**config.mk**
```make
export PLATFORM = sky130hd
export DESIGN_NAME = prv32_alu_issue
export DESIGN_NICKNAME = d
export VERILOG_FILES = /design/src/rtl/prv32_alu_issue.sv
export SDC_FILE = /design/constraint.sdc
export NUM_CORES = 1
export LEC_CHECK = 0
export BUFFER_PORTS_ARGS = -buffer_cell sky130_fd_sc_hd__buf_2
export CAP_MARGIN = 20
export CORE_MARGIN = 8
export CORE_UTILIZATION = 43
export DETAILED_ROUTE_END_ITERATION = 8
export GPL_ROUTABILITY_DRIVEN = 0
export PLACE_DENSITY = 0.75
export SKIP_CTS_REPAIR_TIMING = 1
export SLEW_MARGIN = 20
export SYNTH_ARGS = -nofsm -noshare
export SYNTH_HDL_FRONTEND = slang
export SYNTH_SLANG_ARGS = --single-unit
export TNS_END_PERCENT = 30
```
**constraint.sdc**
```tcl
create_clock -name clk -period 2 [get_ports clk]
set_clock_uncertainty 0.15 [all_clocks]
set_input_delay 0.3 -clock clk [delete_from_list [all_inputs] [get_ports clk]]
set_output_delay 0.3 -clock clk [all_outputs]
set_load 0.05 [all_outputs]
```
**src/rtl/prv32_alu_issue.sv**
```systemverilog
// prv32 ID/EX issue stage: decodes RV32I/M into ALU controls and registers
// them toward EX, holding MUL/DIV/REM for MD_LAT extra cycles.
//
// state  | meaning
// EMPTY  | no op held, ready to capture
// FULL   | op held, out_valid high, waiting for EX
// MDWAIT | mul/div op held while the ALU path settles, out_valid low
module prv32_alu_issue #(
    parameter int MD_LAT = 2
) (
    input  logic        clk,
    input  logic        rst_n,
    input  logic        flush,
    input  logic        in_valid,
    output logic        in_ready,
    input  logic [31:0] in_instr,
    input  logic [31:0] in_pc,
    input  logic [31:0] in_rs1_val,
    input  logic [31:0] in_rs2_val,
    output logic        out_valid,
    input  logic        out_ready,
    output logic [31:0] out_a,
    output logic [31:0] out_b,
    output logic [4:0]  out_shamt,
    output logic [3:0]  out_alufn,
    output logic [4:0]  out_rd,
    output logic        out_wb_en,
    output logic        out_is_branch,
    output logic [2:0]  out_funct3,
    output logic        out_illegal
);

    localparam logic [3:0] FN_ADD = 4'b0000, FN_SUB = 4'b0001, FN_REM = 4'b0010,
                           FN_PASSB = 4'b0011, FN_OR = 4'b0100, FN_AND = 4'b0101,
                           FN_XOR = 4'b0111, FN_SLL = 4'b1000, FN_SRL = 4'b1001,
                           FN_SRA = 4'b1010, FN_MUL = 4'b1011, FN_SLT = 4'b1101,
                           FN_DIV = 4'b1110, FN_SLTU = 4'b1111;

    localparam logic [6:0] OPC_OP = 7'b0110011, OPC_OPIMM = 7'b0010011,
                           OPC_LOAD = 7'b0000011, OPC_JALR = 7'b1100111,
                           OPC_STORE = 7'b0100011, OPC_BRANCH = 7'b1100011,
                           OPC_LUI = 7'b0110111, OPC_AUIPC = 7'b0010111,
                           OPC_JAL = 7'b1101111;

    localparam logic [3:0] MD_LAT_C = 4'(MD_LAT);
    localparam bit         MD_EN    = (MD_LAT > 0);

    typedef enum logic [1:0] {EMPTY, FULL, MDWAIT} state_t;

    state_t      state, state_nxt;
    logic [3:0]  cnt, cnt_nxt;
    logic        capture;

    logic [6:0]  opcode, funct7;
    logic [2:0]  funct3;
    logic [4:0]  rd;
    logic [31:0] imm_i, imm_s, imm_u, imm_j;

    logic [3:0]  d_alufn;
    logic [31:0] d_a, d_b;
    logic [4:0]  d_shamt;
    logic        d_wb, d_branch, d_illegal, d_md;

    assign opcode = in_instr[6:0];
    assign rd     = in_instr[11:7];
    assign funct3 = in_instr[14:12];
    assign funct7 = in_instr[31:25];
    assign imm_i  = {{20{in_instr[31]}}, in_instr[31:20]};
    assign imm_s  = {{20{in_instr[31]}}, in_instr[31:25], in_instr[11:7]};
    assign imm_u  = {in_instr[31:12], 12'b0};
    assign imm_j  = {{11{in_instr[31]}}, in_instr[31], in_instr[19:12],
                     in_instr[20], in_instr[30:21], 1'b0};

    // funct3 -> ALU function for OP / OP-IMM; alt selects SUB / SRA
    function automatic logic [3:0] alu_map(input logic [2:0] f3, input logic alt);
        case (f3)
            3'b000:  alu_map = alt ? FN_SUB : FN_ADD;
            3'b001:  alu_map = FN_SLL;
            3'b010:  alu_map = FN_SLT;
            3'b011:  alu_map = FN_SLTU;
            3'b100:  alu_map = FN_XOR;
            3'b101:  alu_map = alt ? FN_SRA : FN_SRL;
            3'b110:  alu_map = FN_OR;
            default: alu_map = FN_AND;
        endcase
    endfunction

    // Instruction decode into ALU controls
    always_comb begin
        d_alufn   = FN_ADD;
        d_a       = '0;
        d_b       = '0;
        d_shamt   = '0;
        d_wb      = 1'b0;
        d_branch  = 1'b0;
        d_illegal = 1'b0;
        case (opcode)
            OPC_OP: begin
                d_a  = in_rs1_val;
                d_b  = in_rs2_val;
                d_wb = 1'b1;
                if (funct7 == 7'b0000001) begin
                    case (funct3)
                        3'b000:  d_alufn = FN_MUL;
                        3'b100:  d_alufn = FN_DIV;
                        3'b110:  d_alufn = FN_REM;
                        default: d_illegal = 1'b1;
                    endcase
                end else if (funct7 == 7'b0000000 ||
                             (funct7 == 7'b0100000 && (funct3 == 3'b000 || funct3 == 3'b101))) begin
                    d_alufn = alu_map(funct3, funct7[5]);
                    if (funct3 == 3'b001 || funct3 == 3'b101)
                        d_shamt = in_rs2_val[4:0];
                end else begin
                    d_illegal = 1'b1;
                end
            end
            OPC_OPIMM: begin
                d_a  = in_rs1_val;
                d_b  = imm_i;
                d_wb = 1'b1;
                if (funct3 == 3'b001) begin
                    d_alufn   = FN_SLL;
                    d_shamt   = in_instr[24:20];
                    d_illegal = (funct7 != 7'b0000000);
                end else if (funct3 == 3'b101) begin
                    d_alufn   = funct7[5] ? FN_SRA : FN_SRL;
                    d_shamt   = in_instr[24:20];
                    d_illegal = (funct7 != 7'b0000000) && (funct7 != 7'b0100000);
                end else begin
                    d_alufn = alu_map(funct3, 1'b0);
                end
            end
            OPC_LOAD, OPC_JALR: begin
                d_a  = in_rs1_val;
                d_b  = imm_i;
                d_wb = 1'b1;
            end
            OPC_STORE: begin
                d_a = in_rs1_val;
                d_b = imm_s;
            end
            OPC_BRANCH: begin
                d_alufn  = FN_SUB;
                d_a      = in_rs1_val;
                d_b      = in_rs2_val;
                d_branch = 1'b1;
            end
            OPC_LUI: begin
                d_alufn = FN_PASSB;
                d_b     = imm_u;
                d_wb    = 1'b1;
            end
            OPC_AUIPC: begin
                d_a  = in_pc;
                d_b  = imm_u;
                d_wb = 1'b1;
            end
            OPC_JAL: begin
                d_a  = in_pc;
                d_b  = imm_j;
                d_wb = 1'b1;
            end
            default: d_illegal = 1'b1;
        endcase
        if (d_illegal) begin
            d_alufn  = FN_ADD;
            d_a      = '0;
            d_b      = '0;
            d_shamt  = '0;
            d_wb     = 1'b0;
            d_branch = 1'b0;
        end
        if (rd == 5'd0)
            d_wb = 1'b0;
    end

    assign d_md      = !d_illegal && (d_alufn == FN_MUL || d_alufn == FN_DIV || d_alufn == FN_REM);
    assign in_ready  = !flush && (state == EMPTY || (state == FULL && out_ready));
    assign out_valid = (state == FULL);
    assign capture   = in_valid && in_ready;

    // State and hold-counter register
    always_ff @(posedge clk) begin
        if (!rst_n) begin
            state <= EMPTY;
            cnt   <= '0;
        end else begin
            state <= state_nxt;
            cnt   <= cnt_nxt;
        end
    end

    // Next-state logic: flush wins, capture reloads, MDWAIT counts down to FULL
    always_comb begin
        state_nxt = state;
        cnt_nxt   = cnt;
        if (flush) begin
            state_nxt = EMPTY;
            cnt_nxt   = '0;
        end else if (capture) begin
            if (MD_EN && d_md) begin
                state_nxt = MDWAIT;
                cnt_nxt   = MD_LAT_C;
            end else begin
                state_nxt = FULL;
            end
        end else begin
            case (state)
                FULL: begin
                    if (out_ready)
                        state_nxt = EMPTY;
                end
                MDWAIT: begin
                    if (cnt <= 4'd1) begin
                        state_nxt = FULL;
                        cnt_nxt   = '0;
                    end else begin
                        cnt_nxt = cnt - 4'd1;
                    end
                end
                default: state_nxt = EMPTY;
            endcase
        end
    end

    // Output register: loads on capture, otherwise holds
    always_ff @(posedge clk) begin
        if (!rst_n) begin
            out_a         <= '0;
            out_b         <= '0;
            out_shamt     <= '0;
            out_alufn     <= '0;
            out_rd        <= '0;
            out_wb_en     <= 1'b0;
            out_is_branch <= 1'b0;
            out_funct3    <= '0;
            out_illegal   <= 1'b0;
        end else if (capture) begin
            out_a         <= d_a;
            out_b         <= d_b;
            out_shamt     <= d_shamt;
            out_alufn     <= d_alufn;
            out_rd        <= rd;
            out_wb_en     <= d_wb;
            out_is_branch <= d_branch;
            out_funct3    <= funct3;
            out_illegal   <= d_illegal;
        end
    end

endmodule

```
After elaboration in Yosys (flattened, before gate mapping)

Cells that the tools add are included.

Order comparisons: 1
Equality and inequality tests: 26
Reductions and logical operators: 31
$add $sub $neg: 1
Bitwise gates (word level): 1
Mux-type cells: 42

Operators with widths:

| operator                                                                 | number |
|---|---|
| 32-bit one-hot mux with 5 select lines                                   | 1 |
| 32-bit two-way mux                                                       | 2 |
| 32-bit one-hot mux with 2 select lines                                   | 1 |
| 4-bit two-way mux                                                        | 9 |
| 5-bit two-way mux                                                        | 6 |
| 7-bit by 6-bit equality test with 1-bit output (second input constant)   | 4 |
| 4-bit one-hot mux with 7 select lines                                    | 1 |
| 7-bit equality test (second input constant)                              | 3 |
| 4-bit one-hot mux with 5 select lines                                    | 1 |
| 4-bit one-hot mux with 4 select lines                                    | 1 |
| 7-bit by 5-bit equality test with 1-bit output (second input constant)   | 2 |
| 7-bit OR reduction                                                       | 2 |
| 4-bit one-hot mux with 3 select lines                                    | 1 |
| 1-bit two-way mux                                                        | 11 |
| 2-bit two-way mux                                                        | 5 |
| 5-bit one-hot mux with 2 select lines                                    | 1 |
| 3-bit equality test (second input constant)                              | 3 |
| 4-bit equality test (second input constant)                              | 2 |
| 2-bit OR reduction                                                       | 4 |
| 7-bit by 1-bit equality test with 1-bit output (second input constant)   | 1 |
| 7-bit by 2-bit equality test with 1-bit output (second input constant)   | 1 |
| 7-bit logical NOT                                                        | 1 |
| 7-bit by 6-bit inequality test with 1-bit output (second input constant) | 1 |
| 7-bit nonzero test                                                       | 1 |
| other kinds (23)                                                         | 37 |

Bits of input ports: 133
Register bits: 90
Output and inout port bits: 86
Logic and storage cells: 113

Logic depth before layout (Yosys ltp)

Gate-level depths: netlist of run 1.

Word-level depth: 14
Depth in mapped cells: 8
Mapped depth without buffers: 7

Worst setup path after synthesis of run 1

Ideal clock, no wire load.

Path kind: input to register
Start: input out_ready
End: register cnt[0]
Stages on the path: 6
Setup slack: -0.768 ns
Buffers on the path: 2
Library setup time: 0.143 ns
Data required time: 1.707 ns
Arrival time: 2.475 ns
Cell sequence: inv_1 -> a211oi_1 -> and2_1 -> clkbuf_1 -> clkbuf_1 -> a41oi_1

Word-level cells in the longest chain between the ends: 6

Ends and longest elaborated chain:

| element                                                                                          | line | RTL |
|---|---|---|
| start, declared                                                                                  | 21   | `input logic out_ready,` |
| 1-bit logical AND (*)                                                                            | 179  | `assign in_ready = !flush && (state == EMPTY \|\| (state == FULL && out_ready));` |
| 1-bit logical OR (*)                                                                             | 179  |  |
| 1-bit logical AND (*)                                                                            | 179  |  |
| named net in_ready                                                                               | 15   | `output logic in_ready,` |
| 1-bit logical AND (*)                                                                            | 181  | `assign capture = in_valid && in_ready;` |
| 2-bit by 1-bit inequality test with 1-bit output (no line) or 2-bit nonzero test (tied branches) | -    |  |
| 2-bit AND reduction (no line)                                                                    | -    |  |
| end signal, assigned                                                                             | 190  | `cnt <= cnt_nxt;` |
| end, declared                                                                                    | 51   | `logic [3:0] cnt, cnt_nxt;` |

The timed path passes the listed nets; every way through them passes the cells marked *.
A chain may end at the register's enable or synchronous reset.

Worst setup path after layout of run 1

Start: input in_instr[31]
End: register out_alufn[2]

Word-level cells in the longest chain between the ends: 7

Ends and longest elaborated chain:

| element                                                                                        | line | RTL |
|---|---|---|
| start, declared                                                                                | 16   | `input logic [31:0] in_instr,` |
| 7-bit by 6-bit equality test with 1-bit output                                                 | 110  | `(funct7 == 7'b0100000 && (funct3 == 3'b000 \|\| funct3 == 3'b101))) begin` |
| 1-bit logical AND                                                                              | 110  |  |
| 1-bit logical OR                                                                               | 109  | `end else if (funct7 == 7'b0000000 \|\|` |
| 4-bit two-way mux or 1-bit two-way mux (tied branches)                                         | 109  |  |
| 4-bit two-way mux or 1-bit two-way mux (tied branches)                                         | 102  | `if (funct7 == 7'b0000001) begin` |
| 4-bit one-hot mux with 4 select lines or 1-bit one-hot mux with 3 select lines (tied branches) | 97   | `case (opcode)` |
| 4-bit two-way mux (*)                                                                          | 166  | `if (d_illegal) begin` |
| end signal, assigned                                                                           | 243  | `out_alufn <= d_alufn;` |
| end, declared                                                                                  | 25   | `output logic [3:0] out_alufn,` |

Every way passes the cells marked *; elsewhere a longest branch is shown, timed or not.

==> flow_summary.json, run 1 <==
{
  "p_clk_share_pct": 35.4,
  "fp.dieW_um": 122,
  "seqPwrFrac_pct": 49.7,
  "synthFlopType": "dfxtp_1",
  "clk_pin_slew_worst_paths_ps": 80,
  "period_needed_ps": 1990,
  "io_pins": 219,
  "worstMarginPinSlew_ps": 659,
  "period_share_pct": 99.4,
  "syn2layout_area_growth_pct": 39.9,
  "rsz0062_at_grt": "false",
  "slew_viol_final": 0,
  "cts_root_buf": "clkbuf_8",
  "hold_depth": 3,
  "die_h_um": 122,
  "setup_ws_ps": 12.6,
  "power.density_mw_per_mm2": 538,
  "coreArea_mm2": 0.0109,
  "min_path_type": "in2reg",
  "power_switching_uw": 979,
  "syn_nets": 736,
  "ys_async_sr_fraction_pct": 0,
  "grt_usage_pct": 23.2,
  "grt_max_degree": 89,
  "synth_area_mm2": 0.00483,
  "tns_ps": 0,
  "maxCapViolCount": 0,
  "cts_tree": "yes",
  "cp-startpoint": "in_instr[31]",
  "crit_path_start_kind": "primary input",
  "r2r_end": "out_a[24]$_SDFFE_PN0P_",
  "slew_headroom_pct": 56.0,
  "drive_above_1_share_pct": 38.9,
  "p_int_uw": 2660,
  "mostFrequentLayoutCells": "buf_2 (218), nand2_1 (111), dfxtp_1 (90), o21ai_0 (64), buf_4 (59)",
  "rrSetupSlack_ps": 140,
  "crit_type": "in2reg",
  "clk_latency_ps": 370,
  "final_common_cell": "buf_2",
  "drc_errors": 0,
  "routedWlPerCell_um": 17.6,
  "cts_inserted_buffers": 9,
  "syn_area_per_cell_um2": 8.04,
  "htree_levels": 3,
  "grt_first_pass_wirelength_um": 27800,
  "viasPerCell": 5.44,
  "max_freq_mhz": 503,
  "hold_start": "in_instr[11]",
  "io_buffers": 218,
  "min_to": "out_rd[4]$_SDFFE_PN0P_",
  "synth-seq-area-share_pct": 37.3,
  "yosysTopAreaCell": "dfxtp_1",
  "synthCells": 601,
  "start_util_pct": 44.4,
  "dp.cells": 979,
  "routed_wl_um": 17500,
  "vias": 5416,
  "p_leak_uw": 0.00301,
  "fin_cells": 995,
  "end_kind": "flip-flop",
  "switching_share_pct": 26.9,
  "drt_first_pass_iters": 5,
  "finalPower_uw": 3640,
  "synth_edf_count": 0,
  "finalNetCount": 985,
  "ant_nets": 0,
  "drt_iter0_drc": 355,
  "combPwrFrac_pct": 14.9,
  "critical_path_arrival_ps": 2140,
  "hold_violations": 0,
  "synth_seq_cells": 90,
  "synth_top_area_share_pct": 37.3,
  "setup_viol": 0,
  "dp_hpwl_um": 13400,
  "grt_pass1_vias": 5510,
  "status": "complete, no violations",
  "numClockSinks": 90,
  "overflow": 0,
  "cts_buffer_depth": 2,
  "cp_data_required_time_ps": 2160,
  "rr_worst_depth": 8,
  "vdd_drop_max_v": 0.000377,
  "antenna_found_initial": 0,
  "ys_types": 66,
  "diodes": 0,
  "yosys_warnings": 0,
  "reg2reg_from": "state[1]$_SDFFE_PP0P_",
  "place_ws_ps": -371,
  "synthTopCellsByArea": "dfxtp_1 (37%), nand2_1 (8.6%), a22oi_1 (7.8%)",
  "num_rows": 38,
  "worstPathMaxFanout": 3,
  "die_area_mm2": 0.0149
}
-- kinds of logic after synthesis --
kind of cell | after synthesis | share of synthesized area, %
buf+inv | 56 | 4.61
compound gates | 218 | 31.4
mux | 4 | 1.01
flops | 90 | 37.3
simple gates | 230 | 25.0
xor+xnor | 1 | 0.181
fa+ha+maj | 2 | 0.518
-- synthesized netlist by cell type (all sizes together), types with 3 or more instances --
| master | instances |
|---|---|
| nor4 | 4 |
| nor2 | 15 |
| and3 | 4 |
| nand2 | 112 |
| buf | 10 |
| a31o | 4 |
| a22o | 4 |
| and2 | 55 |
| nand2b | 7 |
| a21boi | 24 |
| and3b | 4 |
| a21o | 16 |
| o31ai | 3 |
| a221oi | 8 |
| a21oi | 15 |
| inv | 9 |
| a222oi | 4 |
| clkbuf | 37 |
| mux2i | 3 |
| o21ai | 68 |
| dfxtp | 90 |
| nor2b | 7 |
| a22oi | 51 |
| nand3 | 4 |
| nor3 | 4 |
-- power groups by stage --
| stage | sequential, µW | clock, µW | combinational [µW] |
|---|---|---|---|
| global route | 1810 | 1410 | 585 |
| global placement | 1850 | 0 | 521 |
| finish | 1810 | 1290 | 544 |
| floorplan | 1890 | 0 | 195 |
| CTS | 1810 | 1330 | 534 |
| detailed placement | 1850 | 0 | 531 |
-- area by class of cell --
| type | instances | area (µm²) |
|---|---|---|
| clock buffers | 11 | 141 |
| clock inverters | 5 | 62.6 |
| fillers | 968 | 4120 |
| inverters | 9 | 33.8 |
| multi-input cells | 455 | 2860 |
| flip-flops and latches | 90 | 1800 |
| well taps | 140 | 175 |
| repair buffers | 285 | 1690 |
-- critical path: stages --
cell and delay [ps]:
buf_2 130, or4_4 580, nor4_4 310, nor3b_4 260, a21oi_1 90, or3_1 330, a21boi_1 140
-- layer usage --
| metal | vias up | wire [µm] | track usage (%) |
|---|---|---|---|
| met5 | - | 0 | 0 |
| met4 | 0 | 280 | 7.40 |
| met3 | 22 | 1680 | 8.28 |
| met2 | 246 | 8660 | 39.8 |
| met1 | 2504 | 6860 | 26.3 |
| li1 | 2644 | - | - |
-- worst max path at each step --
| stage | slack, ps | to |
|---|---|---|
| 6_report | 10 | out_alufn[2]$_SDFFE_PN0P_ |
| 5_1_grt | 1 | out_a[3]$_SDFFE_PN0P_ |
| 4_1_cts | -10 | out_a[24]$_SDFFE_PN0P_ |
| 3_5_place_dp | -370 | out_alufn[2]$_SDFFE_PN0P_ |
| 3_3_place_gp | -300 | out_alufn[2]$_SDFFE_PN0P_ |
| 2_1_floorplan | -50 | out_alufn[2]$_SDFFE_PN0P_ |
-- sequential cells by signal, indices dropped and copies added (netlist names) --
signal / cells
cnt: 4
out_alufn: 4
out_funct3: 3
state: 2
out_rd: 5
out_b: 32
out_illegal: 1
out_is_branch: 1
out_wb_en: 1
out_shamt: 5
out_a: 32
-- metrics by stage --
stage / utilization (%) / hold slack [ps] / area (µm²)
2_1_floorplan: - / 295 / 4870
3_3_place_gp: 60.0 / 290 / 6530
3_5_place_dp: 60.0 / 297 / 6530
4_1_cts: 61.9 / 29.7 / 6740
5_1_grt: 62.1 / 58.0 / 6760
6_report: 62.1 / 61.9 / 6760
Note: power is estimated with default switching activity, not from simulation.
==> run 2, diff against run 1 <==
CORE_MARGIN = 2   (was 8)
==> run 2 against run 1 <==
Effect of this change:
- the flow now finishes with violations (negative setup slack)
- count of clock-buffer cells in the layout is 1 lower
- utilization is 0.91 points higher
- die area is 19% lower
- hold slack better by 11 ps
- sequential share of layout area is 0.37 points lower
- via count is 2.2% higher
- largest cell class unchanged
- largest power group unchanged
- highest routed layer unchanged
==> flow_summary.json, run 2 (same netlist as run 1, synthesis figures left out) <==
{
  "coreArea_mm2": 0.0109,
  "final_cell_area_mm2": 0.00686,
  "cts_root_buf": "clkbuf_8",
  "period_needed_ps": 2000,
  "die_h_um": 110,
  "drc_errors": 0,
  "grt.busiest_layer": "met2",
  "grt_pass1_vias": 5199,
  "place_area_mm2": 0.00653,
  "diodes": 0,
  "power_switching_uw": 960,
  "drive_above_1_share_pct": 39.9,
  "worstMarginPinSlew_ps": 565,
  "min_path_type": "in2reg",
  "critPathSlowestCell": "a2111oi_4",
  "reg2reg_from": "state[1]$_SDFFE_PP0P_",
  "tns_ps": -0.619,
  "fp.dieW_um": 110,
  "vias": 5537,
  "ant_nets": 0,
  "finalPower_uw": 3600,
  "cp_data_required_time_ps": 2170,
  "critical_path_arrival_ps": 2170,
  "syn2layout_area_growth_pct": 42.0,
  "maxCapViolCount": 0,
  "drt_first_pass_iters": 5,
  "switching_share_pct": 26.7,
  "top_regs": "out_a: 32 flops, out_b: 32 flops",
  "antenna_found_initial": 0,
  "p_int_uw": 2640,
  "overflow": 0,
  "viasPerCell": 5.54,
  "grt_max_degree": 84,
  "numClockSinks": 90,
  "power.density_mw_per_mm2": 525,
  "die_area_mm2": 0.0121,
  "vdd_drop_max_v": 0.000315,
  "p_clk_share_pct": 34.6,
  "cts_inserted_buffers": 9,
  "mostFrequentLayoutCells": "buf_2 (217), nand2_1 (111), dfxtp_1 (89), buf_4 (60), and2_1 (55)",
  "cts_tree": "yes",
  "p_leak_uw": 0.00305,
  "slew_viol_final": 0,
  "io_buffers": 218,
  "clk_latency_ps": 370,
  "grt_first_pass_wirelength_um": 25200,
  "finalNetCount": 991,
  "routed_wl_um": 16700,
  "violations": "negative setup slack",
  "met3_usage_pct": 4.53,
  "io_pins": 219,
  "use_met2_pct": 46.9,
  "cts_buffer_depth": 2,
  "met1_usage_pct": 31.7,
  "path_cells": "buf_2, buf_4, nor3b_1, o21ai_0, a2111oi_4, buf_4, o21ai_4, buf_12, clkbuf_16, o21ai_0, and2_1",
  "rsz0062_at_grt": "true",
  "crit_type": "in2reg",
  "slew_headroom_pct": 61.9,
  "num_rows": 38,
  "setup_ws_ps": -0.619,
  "grt_usage_pct": 26.5,
  "end_kind": "flip-flop",
  "hold_start": "in_instr[11]",
  "max_freq_mhz": 500,
  "status": "finished with violations",
  "period_share_pct": 100,
  "critPathMaxStageDelay_ps": 320,
  "routedWlPerCell_um": 16.7,
  "setup_viol": 1,
  "holdWs_ps": 73.0,
  "cp-startpoint": "in_instr[25]",
  "htree_levels": 3,
  "seqPwrFrac_pct": 50.2,
  "place_ws_ps": -331,
  "drt_iter0_drc": 599,
  "combPwrFrac_pct": 15.2,
  "dp_hpwl_um": 12200,
  "crit_path_start_kind": "primary input",
  "worstPathMaxFanout": 7,
  "final_common_cell": "buf_2",
  "clk_pin_slew_worst_paths_ps": 80,
  "start_util_pct": 44.4,
  "hold_violations": 0
}
==> run 2: cell count changes in the layout (fill, tap and decap cells not counted), sizes merged <==
cell      change
o21ai         +1
clkbuf        +1
clkinvlp      -1
buf           +3
==> run 2: area by class of cell <==
| type | count | area, µm² |
|---|---|---|
| clock inverter | 4 | 52.6 |
| fill | 935 | 4030 |
| tap | 140 | 175 |
| inverter | 9 | 33.8 |
| sequential | 90 | 1800 |
| multi-input combinational | 456 | 2890 |
| timing repair buffer | 290 | 1780 |
| clock buffer | 10 | 138 |
==> run 2: critical path: cells and delay by family <==
| kind | cells | cell delay (ps) |
|---|---|---|
| buffers and inverters | 5 | 780 |
| AOI/OAI and AO/OA | 4 | 740 |
| and+or+nand+nor | 2 | 350 |
==> run 2: worst paths after layout <==
path / endpoint / slack, ps / cells past startpoint
worst min-delay path: out_rd[4]$_SDFFE_PN0P_ / 70 / 3
worst min register to register: out_b[30]$_SDFFE_PN0P_ / 300 / 2
worst max-delay path: out_a[8]$_SDFFE_PN0P_ / -0.6 / 11
worst max register to register: out_a[8]$_SDFFE_PN0P_ / 90 / 9
==> run 2: through the flow <==
step           cells  utilization (%)
2_1_floorplan    601                -
5_1_grt          999             63.0
6_report         999             63.0
3_3_place_gp     979             60.0
3_5_place_dp     979             60.0
4_1_cts          993             61.7
==> run 2: metal layers <==
metal / routed length, µm / up-vias
li1: - / 2666
met1: 6670 / 2576
met2: 8250 / 263
met3: 1340 / 32
met4: 414 / 0
met5: 0 / -
==> run 2: power by group through the flow <==
stage / Combinational [µW] / Sequential (µW) / Clock [µW]
3_5_place_dp: 526 / 1850 / 0
2_1_floorplan: 195 / 1890 / 0
6_report: 547 / 1810 / 1250
3_3_place_gp: 515 / 1850 / 0
5_1_grt: 590 / 1810 / 1340
4_1_cts: 528 / 1810 / 1270
